--- config.mk ---
export PLATFORM = sky130hd
export DESIGN_NAME = corr_max_receiver
export DESIGN_NICKNAME = d
export VERILOG_FILES = /design/src/rtl/corr_max_receiver_pkg.sv /design/src/rtl/corr_train_checker.sv /design/src/rtl/corr_max_receiver.sv
export SDC_FILE = /design/constraint.sdc
export NUM_CORES = 1
export LEC_CHECK = 0
export ABC_AREA = 1
export CAP_MARGIN = 20
export CORE_ASPECT_RATIO = 2
export CORE_MARGIN = 2
export CORE_UTILIZATION = 53
export CTS_BUF_LIST = sky130_fd_sc_hd__clkbuf_2
export CTS_CLUSTER_SIZE = 12
export DETAILED_ROUTE_END_ITERATION = 8
export MAX_ROUTING_LAYER = met4
export PLACE_DENSITY = 0.82
export SYNTH_ARGS = -nofsm -noshare
export SYNTH_HDL_FRONTEND = slang
export SYNTH_SLANG_ARGS = --single-unit
--- constraint.sdc ---
create_clock -name clk_i -period 2.1 [get_ports clk_i]
set_clock_uncertainty 0.2 [all_clocks]
set_input_delay 0.21 -clock clk_i [delete_from_list [all_inputs] [get_ports clk_i]]
set_output_delay 0.21 -clock clk_i [all_outputs]
set_load 0.005 [all_outputs]
--- src/rtl/corr_max_receiver_pkg.sv ---
// Shared definitions for the correlator compare-tree output link receiver.
// Holds the lock FSM encoding and the training word defaults shared with the compare tree.
package corr_max_receiver_pkg;

  localparam int unsigned NumBitsDef     = 12;
  localparam int unsigned NumCorrBitsDef = 4;
  localparam int unsigned PatternW       = 18;

  // Field split: max = [NUM_BITS-1:0], index = [NUM_BITS +: NUM_CORR_BITS].
  localparam logic [PatternW-1:0] TrainingPatternDef = 18'h2B7ED;

  typedef enum logic [1:0] {
    StUnlocked,
    StSearch,
    StTrainOk,
    StRun
  } rx_state_e;

endpackage

--- src/rtl/corr_train_checker.sv ---
// Training-pattern lock tracker: delays train by the tree latency, counts consecutive
// matching words, keeps a saturating mismatch count and runs the lock FSM.
module corr_train_checker
  import corr_max_receiver_pkg::*;
#(
  parameter int unsigned          NUM_BITS         = NumBitsDef,
  parameter int unsigned          NUM_CORR_BITS    = NumCorrBitsDef,
  parameter logic [PatternW-1:0]  TRAINING_PATTERN = TrainingPatternDef,
  parameter int unsigned          TRAIN_LATENCY    = 3,
  parameter int unsigned          LOCK_COUNT       = 16,
  parameter int unsigned          ERR_BITS         = 16
) (
  input  logic                     clk_i,
  input  logic                     rst_n_i,
  input  logic [NUM_BITS-1:0]      max_i,
  input  logic [NUM_CORR_BITS-1:0] idx_i,
  input  logic                     train_i,
  input  logic                     err_clr_i,
  output rx_state_e                state_o,
  output logic                     trn_d_o,
  output logic [ERR_BITS-1:0]      err_cnt_o
);

  localparam int unsigned CntW = $clog2(LOCK_COUNT + 1);
  localparam logic [NUM_BITS-1:0]      PatMax = TRAINING_PATTERN[NUM_BITS-1:0];
  localparam logic [NUM_CORR_BITS-1:0] PatIdx = TRAINING_PATTERN[NUM_BITS +: NUM_CORR_BITS];

  // TRAIN_LATENCY must be at least 2 for this shift register form.
  logic [TRAIN_LATENCY-1:0] trn_sr_q;
  rx_state_e                state_q, state_d;
  logic [CntW-1:0]          cnt_q, cnt_d;
  logic [ERR_BITS-1:0]      err_q, err_d;
  logic                     trn_d, match, err_inc;

  assign trn_d = trn_sr_q[TRAIN_LATENCY-1];
  assign match = (max_i == PatMax) && (idx_i == PatIdx);

  always_ff @(posedge clk_i or negedge rst_n_i) begin
    if (!rst_n_i) begin
      trn_sr_q <= '0;
      state_q  <= StUnlocked;
      cnt_q    <= '0;
      err_q    <= '0;
    end else begin
      trn_sr_q <= {trn_sr_q[TRAIN_LATENCY-2:0], train_i};
      state_q  <= state_d;
      cnt_q    <= cnt_d;
      err_q    <= err_d;
    end
  end

  always_comb begin
    state_d = state_q;
    cnt_d   = cnt_q;
    err_inc = 1'b0;
    case (state_q)
      StUnlocked: begin
        if (trn_d) begin
          state_d = StSearch;
          cnt_d   = '0;
        end
      end
      StSearch: begin
        if (!trn_d) begin
          state_d = StUnlocked;
        end else if (match) begin
          cnt_d = cnt_q + CntW'(1);
          if (cnt_q == CntW'(LOCK_COUNT - 1)) state_d = StTrainOk;
        end else begin
          cnt_d   = '0;
          err_inc = 1'b1;
        end
      end
      // Once train has dropped the link carries live data, so it is no longer checked.
      StTrainOk: begin
        if (!trn_d) begin
          state_d = StRun;
        end else if (!match) begin
          state_d = StSearch;
          cnt_d   = '0;
          err_inc = 1'b1;
        end
      end
      StRun: begin
        if (trn_d) begin
          state_d = StSearch;
          cnt_d   = '0;
        end
      end
      default: state_d = StUnlocked;
    endcase
  end

  always_comb begin
    err_d = err_q;
    if (err_clr_i) begin
      err_d = '0;
    end else if (err_inc && (err_q != '1)) begin
      err_d = err_q + ERR_BITS'(1);
    end
  end

  assign state_o   = state_q;
  assign trn_d_o   = trn_d;
  assign err_cnt_o = err_q;

endmodule

--- src/rtl/corr_max_receiver.sv ---
// Receiving end of the correlator compare-tree link: registers the {max, index} word,
// tracks training lock and, in run mode, issues holdoff-limited threshold triggers.
module corr_max_receiver
  import corr_max_receiver_pkg::*;
#(
  parameter int unsigned          NUM_BITS         = NumBitsDef,
  parameter int unsigned          NUM_CORR_BITS    = NumCorrBitsDef,
  parameter logic [PatternW-1:0]  TRAINING_PATTERN = TrainingPatternDef,
  parameter int unsigned          TRAIN_LATENCY    = 3,
  parameter int unsigned          LOCK_COUNT       = 16,
  parameter int unsigned          HOLDOFF          = 8,
  parameter int unsigned          ERR_BITS         = 16
) (
  input  logic                     clk_i,
  input  logic                     rst_n_i,
  input  logic [NUM_BITS-1:0]      max_i,
  input  logic [NUM_CORR_BITS-1:0] maxcorr_i,
  input  logic                     train_i,
  input  logic [NUM_BITS-1:0]      threshold_i,
  input  logic                     err_clr_i,
  output logic                     locked_o,
  output logic                     run_o,
  output logic                     trig_o,
  output logic [NUM_BITS-1:0]      trig_max_o,
  output logic [NUM_CORR_BITS-1:0] trig_idx_o,
  output logic [ERR_BITS-1:0]      err_cnt_o
);

  localparam int unsigned HoldW = $clog2(HOLDOFF + 1);

  logic [NUM_BITS-1:0]      max_q, trig_max_q;
  logic [NUM_CORR_BITS-1:0] idx_q, trig_idx_q;
  logic [HoldW-1:0]         hold_q, hold_d;
  logic                     trig_q, fire, trn_d;
  rx_state_e                state;

  corr_train_checker #(
    .NUM_BITS         (NUM_BITS),
    .NUM_CORR_BITS    (NUM_CORR_BITS),
    .TRAINING_PATTERN (TRAINING_PATTERN),
    .TRAIN_LATENCY    (TRAIN_LATENCY),
    .LOCK_COUNT       (LOCK_COUNT),
    .ERR_BITS         (ERR_BITS)
  ) u_train_checker (
    .clk_i     (clk_i),
    .rst_n_i   (rst_n_i),
    .max_i     (max_q),
    .idx_i     (idx_q),
    .train_i   (train_i),
    .err_clr_i (err_clr_i),
    .state_o   (state),
    .trn_d_o   (trn_d),
    .err_cnt_o (err_cnt_o)
  );

  // A retrain request arriving in RUN takes priority over a trigger in the same cycle.
  assign fire = (state == StRun) && !trn_d && (hold_q == '0) && (max_q >= threshold_i);

  always_comb begin
    hold_d = hold_q;
    if (state != StRun) begin
      hold_d = '0;
    end else if (fire) begin
      hold_d = HoldW'(HOLDOFF);
    end else if (hold_q != '0) begin
      hold_d = hold_q - HoldW'(1);
    end
  end

  always_ff @(posedge clk_i or negedge rst_n_i) begin
    if (!rst_n_i) begin
      max_q      <= '0;
      idx_q      <= '0;
      hold_q     <= '0;
      trig_q     <= 1'b0;
      trig_max_q <= '0;
      trig_idx_q <= '0;
    end else begin
      max_q  <= max_i;
      idx_q  <= maxcorr_i;
      hold_q <= hold_d;
      trig_q <= fire;
      if (fire) begin
        trig_max_q <= max_q;
        trig_idx_q <= idx_q;
      end
    end
  end

  assign locked_o   = (state == StTrainOk) || (state == StRun);
  assign run_o      = (state == StRun);
  assign trig_o     = trig_q;
  assign trig_max_o = trig_max_q;
  assign trig_idx_o = trig_idx_q;

endmodule

==> impl_metrics.yaml <==
die:
  coreArea_sq_um: 6006
  start_util: 0.5450
  die_height_um: 115.1
  fp-row-count: 40
  dieArea_sq_um: 6859
  die_w_um: 59.57
  boundaryPins: 67
global_route:
  grt_max_degree: 64
  antenna_found_initial: 0
  grt_pass1_vias: 2957
  overflow: 0
  grt_pass1_wl_um: 12870
  gr-usage-all-layers: 0.2604
job:
  maxCapViolCount: 0
setup_path:
  cp_max_fo: 4
  path_class: "register to output pin"
  required_ps: 1690
  cp-start-kind: "register"
  critical-path-slowest-cell: "dfrtp_1"
  crit_chain: "inv_2 > ha_2 > or2_2 > buf_2"
  worstSetupEndpointType: "output pin"
  crit_arrival_ps: 1590
  cpPeakStageDelay_ps: 430
synthesis:
  ys_types: 31
  syn_nets: 435
  synthFlopType: "dfrtp_1"
  synth_enable_flop_cells: 0
  syn_avg_cell_area_sq_um: 8.546
  synth_area_leaders: "dfrtp_1, nand2_1, ha_1"
  synthesis.area_sq_um: 3273
  yosys.area.top_type: "dfrtp_1"
  ys_warn_count: 0
  async_flop_share: 1.000
  synth_common_cells: "nand2_1, dfrtp_1, inv_1, nor2_1, nand3_1"
  synth_most_common_cell: "nand2_1"
  ys_ff_latch: 63
  synth_top_area_share: 0.4817
  synth_seq_area_share: 0.4817
  syn_inst: 383
timing:
  maxSlewHeadroom: 0.7757
  finalHoldViolations: 0
  whs_ps: 169.6
  clock.fmax_mhz: 500.0
  fin_crit_ps: 2000
  final-max-slew-violation-count: 0
  rsz0062_at_grt: "no"
  setup_violations: 0
  tightest_slew_ps: 336.5
  finalCritPeriodShare: 0.9523
layout:
  regArea_sq_um: 1577
  finalNetCount: 543
  synthToLayoutAreaGrowth_pct: 34.75
  fill_cells: 472
  diodes: 0
  multi_input_area_sq_um: 1465
  drive_above_1_share: 0.1250
clock_network:
  ctsLongestPathBuffers: 2
  insertion_delay_ps: 510
  clockRootBuffer: "clkbuf_2"
  cts_sinks: 63
  cts_buffers: 9
  htreeDepth: 3
  cts_tree: "yes"
  cts.clk_slew.worst_paths_ps: 160
route:
  avgRoutedWirePerCell_um: 14.12
  vias_per_cell: 5.227
  via_count: 2922
  first_pass_iters: 4
  routed_wl_um: 7892
  antenna_left: 0
  drc: 0
  drt_iter0_drc: 115
status:
  status: "complete, no violations"
power_and_ir_drop:
  totalPowerFinal_uw: 3426
  leakage_uw: 0.002175
  ir_drop_uv: 681.7
  power_density_nw_per_um2: 776.9
placement:
  gp_congestion: 0.8894
  dp_hpwl_um: 5670
  port_buffers: 66
worst_hold_path:
  worst_hold_path_type: "register to register"
==> final cells by class <==
type	count	area share
inverter	52	0.04426
clock buffer	11	0.01248
multi-input combinational	262	0.3322
clock inverter	5	0.01106
tap	63	0.01787
sequential	63	0.3574
timing repair buffer	103	0.2247
==> stage by stage <==
stage                     setup TNS [ps]    util  std cells  worst slack (ps)  cell area, sq um
final                                  0  0.7344        559             100.1              4410
after detailed placement           -1362  0.6788        519            -112.9              4076
after global placement            -628.0  0.6788        519            -69.42              4076
after CTS                              0  0.7340        559             2.028              4408
after global routing                   0  0.7344        559             2.170              4410
after floorplan                        0       -        383             312.3              3273
==> report_power, final <==
part           leakage, uW  internal [uW]  switching (uW)
registers         0.000814           1410             140
clock network    0.0000731            275             430
logic              0.00129            641             527
total              0.00217           2330            1100
==> kinds of logic (layout without fill, tap and decap cells) <==
kind of cell	count (synthesis)	count (layout)	share of synthesized area
buffers and inverters	58	171	0.07224
multiplexers	2	2	0.006116
adder cells (fa/ha/maj)	20	20	0.07645
AND/OR/NAND/NOR	198	198	0.2745
flip-flops	63	63	0.4817
XOR/XNOR	15	15	0.04014
AO/OA/AOI/OAI	27	27	0.04893
==> flip-flops by register name, summed over array words and instances, names as in the netlist <==
register	cells
hold_q	4
idx_q	4
max_q	12
trig_idx_o	4
trig_max_o	12
trig_o	1
u_train_checker.cnt_q	5
u_train_checker.err_cnt_o	16
u_train_checker.state_o	2
u_train_checker.trn_sr_q	3
==> critical path, delay by kind of cell, from the launching register on <==
kind                       cells  cell delay (ps)
adders and majority gates      1              180
buffers and inverters          2              180
and+or+nand+nor                1              280
DFF                            1              430
==> cell usage in the layout (no fill, tap or decap), types with 3 or more instances in the layout <==
| cell type | instances |
|---|---|
| xor2_1 | 12 |
| o21ai_0 | 7 |
| a21oi_1 | 8 |
| nand3_1 | 24 |
| inv_1 | 50 |
| clkbuf_2 | 11 |
| clkdlybuf4s50_1 | 63 |
| dfrtp_1 | 63 |
| nor2_1 | 33 |
| nand2_1 | 114 |
| o21ai_1 | 4 |
| nand4_1 | 7 |
| ha_1 | 18 |
| dlygate4sd3_1 | 19 |
| clkinv_2 | 3 |
| o21ai_2 | 5 |
| xnor2_1 | 3 |
| nand2_2 | 6 |
| buf_4 | 17 |
==> metal layers <==
metal,track usage,vias up,part of all wire
met1,0.2513,1392,0.36
met4,0.1556,0,0.041
met5,-,-,0
li1,-,1419,-
met3,0.05062,25,0.045
met2,0.4579,86,0.55
==> timing repair <==
action	in CTS	in global routing
pin swaps	1	1
gates resized for setup	6	3
endpoints found under the setup margin	2	14
setup buffers	5	0
hold endpoints to repair	80	0
hold buffers	19	0
==> worst paths after layout <==
path / depth (start not counted) / start / slack (ps) / endpoint
worst max-delay path: 4 / u_train_checker.state_o[0] / 100 / locked_o
max in group asynchronous: 4 / rst_n_i / 850 / trig_idx_o[3]
worst max register to register: 8 / hold_q[0] / 150 / trig_max_o[6]
worst min-delay path: 0 / u_train_checker.trn_sr_q[1] / 170 / u_train_checker.trn_sr_q[2]
min in group asynchronous: 4 / rst_n_i / 570 / u_train_checker.err_cnt_o[15]
worst min register to register: 0 / u_train_checker.trn_sr_q[1] / 170 / u_train_checker.trn_sr_q[2]
Power figures use the tool's default switching activity.
